--- config.mk ---
export PLATFORM = sky130hd
export DESIGN_NAME = usbdev_line_monitor
export DESIGN_NICKNAME = d
export VERILOG_FILES = /design/src/rtl/usbdev_pkg.sv /design/src/rtl/usbdev_line_debounce.sv /design/src/rtl/usbdev_line_monitor.sv
export SDC_FILE = /design/constraint.sdc
export NUM_CORES = 1
export LEC_CHECK = 0
export BUFFER_PORTS_ARGS = -buffer_cell sky130_fd_sc_hd__buf_2
export CAP_MARGIN = 20
export CORE_MARGIN = 5
export CORE_UTILIZATION = 30
export CTS_CLUSTER_SIZE = 28
export DETAILED_ROUTE_END_ITERATION = 8
export SLEW_MARGIN = 10
export SYNTH_ARGS = -nofsm -noshare
export SYNTH_HDL_FRONTEND = slang
export SYNTH_SLANG_ARGS = --single-unit
--- constraint.sdc ---
create_clock -name clk_i -period 2.5 [get_ports clk_i]
set_clock_uncertainty 0.15 [all_clocks]
set_input_delay 0.125 -clock clk_i [delete_from_list [all_inputs] [get_ports clk_i]]
set_output_delay 0.125 -clock clk_i [all_outputs]
set_load 0.01 [all_outputs]
--- src/rtl/usbdev_pkg.sv ---
// Shared USB device encodings: debounced line states, link FSM states and
// the link event bundle. Also used by the register top and the USB engine.
package usbdev_pkg;

    // Line state is the raw pair {dn, dp}.
    typedef enum logic [1:0] {
        LINE_SE0 = 2'd0,
        LINE_J   = 2'd1,  // dp=1, dn=0
        LINE_K   = 2'd2,  // dp=0, dn=1
        LINE_SE1 = 2'd3
    } line_state_e;

    typedef enum logic [2:0] {
        LINK_DISCONNECTED = 3'd0,
        LINK_POWERED      = 3'd1,
        LINK_RESET        = 3'd2,
        LINK_ACTIVE       = 3'd3,
        LINK_SUSPENDED    = 3'd4
    } link_state_e;

    typedef struct packed {
        logic reset;
        logic suspend;
        logic resume;
        logic disconnect;
        logic powered;
    } link_evt_t;

endpackage

--- src/rtl/usbdev_line_debounce.sv ---
// Debounces a Width-bit bus: q_o takes d_i once d_i has been sampled
// identical on LineDebounce consecutive clocks, so a stable change shows up
// exactly LineDebounce cycles later and shorter glitches are dropped.
// Ports:
//   clk_i, rst_ni  clock, async active-low reset
//   d_i            raw input
//   q_o            debounced value (resets to 0)
//   chg_o          high in the cycle whose clock edge will change q_o
module usbdev_line_debounce #(
    parameter int Width        = 2,
    parameter int LineDebounce = 3
) (
    input  logic             clk_i,
    input  logic             rst_ni,
    input  logic [Width-1:0] d_i,
    output logic [Width-1:0] q_o,
    output logic             chg_o
);

    localparam int CntW = (LineDebounce < 2) ? 1 : $clog2(LineDebounce + 1);
    localparam logic [CntW-1:0] CntMax = CntW'(LineDebounce);

    logic [Width-1:0] prev_q, q_q, q_d;
    logic [CntW-1:0]  cnt_q, cnt_d;

    // cnt_d is the run length of identical samples including the current
    // one, saturating at LineDebounce.
    always_comb begin
        if (d_i != prev_q)       cnt_d = CntW'(1);
        else if (cnt_q != CntMax) cnt_d = cnt_q + CntW'(1);
        else                     cnt_d = cnt_q;
        q_d   = (cnt_d == CntMax) ? d_i : q_q;
        chg_o = (q_d != q_q);
    end

    always_ff @(posedge clk_i or negedge rst_ni) begin
        if (!rst_ni) begin
            prev_q <= '0;
            cnt_q  <= '0;
            q_q    <= '0;
        end else begin
            prev_q <= d_i;
            cnt_q  <= cnt_d;
            q_q    <= q_d;
        end
    end

    assign q_o = q_q;

endmodule

--- src/rtl/usbdev_line_monitor.sv ---
// USB device line monitor: debounces D+/D-, times how long the debounced
// line has been steady in microseconds, and runs the link FSM that detects
// power, bus reset, suspend, resume and disconnect.
// Ports:
//   clk_i, rst_ni              clock, async active-low reset
//   us_tick_i                  one-cycle pulse per microsecond
//   rx_dp_i, rx_dn_i           synchronized bus lines
//   pwr_sense_i                synchronized VBUS sense
//   line_state_o               debounced line state (line_state_e)
//   link_state_o               link FSM state (link_state_e)
//   bus_reset_o                high while in LINK_RESET
//   evt_*_o                    registered single-cycle event pulses
module usbdev_line_monitor
    import usbdev_pkg::*;
#(
    parameter int ResetUs      = 3,
    parameter int SuspendUs    = 3000,
    parameter int LineDebounce = 3
) (
    input  logic       clk_i,
    input  logic       rst_ni,
    input  logic       us_tick_i,
    input  logic       rx_dp_i,
    input  logic       rx_dn_i,
    input  logic       pwr_sense_i,
    output logic [1:0] line_state_o,
    output logic [2:0] link_state_o,
    output logic       bus_reset_o,
    output logic       evt_reset_o,
    output logic       evt_suspend_o,
    output logic       evt_resume_o,
    output logic       evt_disconnect_o,
    output logic       evt_powered_o
);

    localparam int UsW = $clog2(SuspendUs + 1);
    localparam logic [UsW-1:0] UsMax = UsW'(SuspendUs);
    localparam logic [UsW-1:0] UsRst = UsW'(ResetUs);

    logic [1:0]  line_raw;
    line_state_e line;
    logic        line_chg;

    usbdev_line_debounce #(
        .Width        (2),
        .LineDebounce (LineDebounce)
    ) u_debounce (
        .clk_i  (clk_i),
        .rst_ni (rst_ni),
        .d_i    ({rx_dn_i, rx_dp_i}),
        .q_o    (line_raw),
        .chg_o  (line_chg)
    );

    assign line = line_state_e'(line_raw);

    // Time since the debounced line last changed. A line change wins over a
    // coincident tick so every state starts timing from zero.
    logic [UsW-1:0] us_q, us_d;

    always_comb begin
        if (line_chg)                     us_d = '0;
        else if (us_tick_i && us_q != UsMax) us_d = us_q + UsW'(1);
        else                              us_d = us_q;
    end

    link_state_e state_q, state_d;
    link_evt_t   evt_q, evt_d;

    always_comb begin
        state_d = state_q;
        evt_d   = '0;
        // Losing VBUS overrides every other transition.
        if (state_q != LINK_DISCONNECTED && !pwr_sense_i) begin
            state_d          = LINK_DISCONNECTED;
            evt_d.disconnect = 1'b1;
        end else begin
            case (state_q)
                LINK_DISCONNECTED: begin
                    if (pwr_sense_i) begin
                        state_d       = LINK_POWERED;
                        evt_d.powered = 1'b1;
                    end
                end
                LINK_POWERED, LINK_ACTIVE, LINK_SUSPENDED: begin
                    if (line == LINE_SE0 && us_q >= UsRst) begin
                        state_d     = LINK_RESET;
                        evt_d.reset = 1'b1;
                    end else if (state_q == LINK_ACTIVE && line == LINE_J &&
                                 us_q == UsMax) begin
                        state_d       = LINK_SUSPENDED;
                        evt_d.suspend = 1'b1;
                    end else if (state_q == LINK_SUSPENDED && line == LINE_K) begin
                        state_d      = LINK_ACTIVE;
                        evt_d.resume = 1'b1;
                    end
                end
                // SE1 is not a valid way out of reset; wait for J or K.
                LINK_RESET: begin
                    if (line == LINE_J || line == LINE_K) state_d = LINK_ACTIVE;
                end
                default: state_d = LINK_DISCONNECTED;
            endcase
        end
    end

    always_ff @(posedge clk_i or negedge rst_ni) begin
        if (!rst_ni) begin
            us_q    <= '0;
            state_q <= LINK_DISCONNECTED;
            evt_q   <= '0;
        end else begin
            us_q    <= us_d;
            state_q <= state_d;
            evt_q   <= evt_d;
        end
    end

    assign line_state_o     = line_raw;
    assign link_state_o     = state_q;
    assign bus_reset_o      = (state_q == LINK_RESET);
    assign evt_reset_o      = evt_q.reset;
    assign evt_suspend_o    = evt_q.suspend;
    assign evt_resume_o     = evt_q.resume;
    assign evt_disconnect_o = evt_q.disconnect;
    assign evt_powered_o    = evt_q.powered;

endmodule
==> metrics.yaml <==
run:
  cap_violations: 0
logic_synthesis:
  yosys-top-cells-count: "dfrtp_1 (26), nor2_1 (19), xor2_1 (8)"
  yosys.area.top_type: "dfrtp_1"
  yosys_warnings: 0
  ys.flop_type: "dfrtp_1"
  seq_area_frac_synth_pct: 47.3
  synth_edf_count: 0
  avgSynthCellArea_um2: 10.1
  synthTopCellsByArea: "dfrtp_1 (47%), nor2_1 (5.2%), xor2_1 (5.1%), ha_1 (4.5%), xnor2_1 (4.5%)"
  synth_area_mm2: 0.00138
  syn_inst: 136
  syn_nets: 147
  yosysMostFrequentCell: "dfrtp_1"
  synth-seq-cells: 26
  yosysUniqueCellTypes: 36
  synthArstFlopShare_pct: 100
  synth_top_area_share_pct: 47.3
timing:
  final.min_clock_period_ps: 2220
  finalSetupTns_ps: 0
  hold_ws_ps: 126
  setup_viol: 0
  timing.final.hold_violations: 0
  max_freq_mhz: 451
  tightest_slew_ps: 581
  maxSlewHeadroom_pct: 61.3
  rsz0062_at_grt: "no"
  finalMaxSlewViolations: 0
  final.period_utilization_pct: 88.7
detailed_routing:
  wl_met1_um: 1220
  drt.antenna.violating_nets: 0
  firstDrtPassIters: 4
  viasPerCell: 4.97
  drcViolationCount: 0
  num_vias: 1033
  dr_wl_met2_um: 1210
  wl_per_cell_um: 12.5
  met3_length_um: 133
  top_layer_used: "met4"
  drt-initial-drc-count: 44
  wl_um: 2600
worst_setup_path:
  cp_max_fo: 6
  arrival_ps: 2250
  critPathLaunchType: "flip-flop"
  cp-end-kind: "flip-flop"
  crit_type: "reg -> reg"
  crit_required_ps: 2530
hold_path:
  hp-class: "in -> reg"
floorplan:
  initial_core_util_pct: 31.2
  dieHeight_um: 77.7
  ios: 17
  die_w_um: 77.7
  coreArea_mm2: 0.00441
  die-area_mm2: 0.00604
  rows: 24
global_routing:
  grt_antenna_before_repair: 0
  grt_max_degree: 27
  grt.overflow.total: 0
  grt_usage_pct: 9.52
  grt_pass1_vias: 1109
  grt_pass1_wl_um: 4780
clocking:
  postCtsSetupBuffers: 0
  cts_buffer_depth: 2
  cts_buffers: 3
  post_cts_resized: 0
  root_buffer: "clkbuf_8"
  clk_pin_slew_ps: 90
  cts_tree: "done"
  cts.sinks: 26
  h-tree-depth: 1
  clk_latency_ps: 270
finish:
  antenna_cells: 0
  design_area_mm2: 0.00160
  drive_gt1_share_pct: 19.2
  finalNonFillerCells: 208
  nNetsFinal: 169
  syn2layout_area_growth_pct: 15.9
power_and_ir_drop:
  peakVddDrop_v: 0.000388
  power_density_mw_per_mm2: 869
  leakagePower_uw: 0.000733
  power_uw: 1390
placement:
  placed_area_mm2: 0.00151
  numPortBuffers: 16
  placedCellCount: 201
  dp_hpwl_um: 1930
  gp_congestion: 0.795
run_status:
  outcome: "completed"
==> power by group <==
part           internal, µW  switching, µW  total (µW)  leakage, µW
Combinational           245            273         519     0.000376
Sequential              511            122         633     0.000335
Clock                   108            127         235    0.0000216
==> registers in the layout (all words and copies together) (netlist names) <==
name	count
evt_reset_o	1
u_debounce.q_o	2
u_debounce.prev_q	2
evt_disconnect_o	1
link_state_o	3
us_q	12
evt_powered_o	1
evt_resume_o	1
evt_suspend_o	1
u_debounce.cnt_q	2
==> cells in the final DEF (no fill, tap or decap), types with 2 or more instances in the layout <==
cell type,synthesis,final
a21oi_1,2,2
a31oi_1,2,2
buf_2,0,16
clkbuf_8,0,3
dfrtp_1,26,26
dlygate4sd3_1,0,4
ha_1,5,5
inv_1,7,7
mux2_2,2,2
nand2_1,6,6
nand2b_1,2,2
nand3_1,4,4
nand3b_1,2,2
nand4_1,3,3
nor2_1,19,19
nor2b_1,7,7
nor3_1,3,3
nor3b_1,2,2
o21ai_0,6,6
or3_1,2,2
or4_4,2,2
xnor2_1,7,7
xor2_1,8,8
==> layer usage <==
metal / up-vias / global-route usage, %
li1: 504 / -
met1: 503 / 11.6
met2: 22 / 15.9
met3: 4 / 2.89
met4: 0 / 3.26
met5: - / 0
==> kinds of logic (layout without fill, tap and decap cells) <==
family          count (synthesis)  after routing  synth area share, %
simple gates                   58             58                 22.8
flops                          26             26                 47.3
compound gates                 17             17                 10.2
xor+xnor                       15             15                 9.55
buf+inv                        12             32                 3.27
fa+ha+maj                       5              5                 4.55
mux                             3              3                 2.36
==> critical path: stages, from the launching register on <==
cell and delay [ps]:
dfrtp_1 420, ha_1 230, or4_4 440, o31ai_4 330, inv_2 40, o32a_1 360
a221oi_2 160
==> path summary, 6_finish.rpt <==
kind	to	slack, ps	startpoint	cells after the start
setup / recovery	link_state_o[0]	280	us_q[1]	6
hold / removal	us_q[1]	130	us_tick_i	4
setup reg to reg	link_state_o[0]	280	us_q[1]	6
hold reg to reg	u_debounce.cnt_q[0]	320	u_debounce.cnt_q[0]	1
max in group asynchronous	us_q[10]	1580	rst_ni	2
min in group asynchronous	u_debounce.q_o[0]	240	rst_ni	2
==> area by class of cell <==
class / instances / area, µm²
Fill cell: 458 / 2820
Multi-Input combinational cell: 98 / 681
Clock buffer: 3 / 41.3
Timing Repair Buffer: 21 / 128
Sequential cell: 26 / 651
Inverter: 8 / 30.0
Tap cell: 52 / 65.1
==> per-stage QoR <==
stage / utilization, % / setup WS (ps)
after floorplan: - / 412
after global placement: 34.3 / 337
after detailed placement: 34.3 / 303
after CTS: 36.1 / 283
after global routing: 36.1 / 67.4
final: 36.1 / 282
==> timing repair <==
action / 4_1_cts / 5_1_grt
hold endpoints to repair: 30 / 0
endpoints found under the setup margin: 0 / 0
hold buffers: 4 / 0
(Power assumes the default switching activity.)
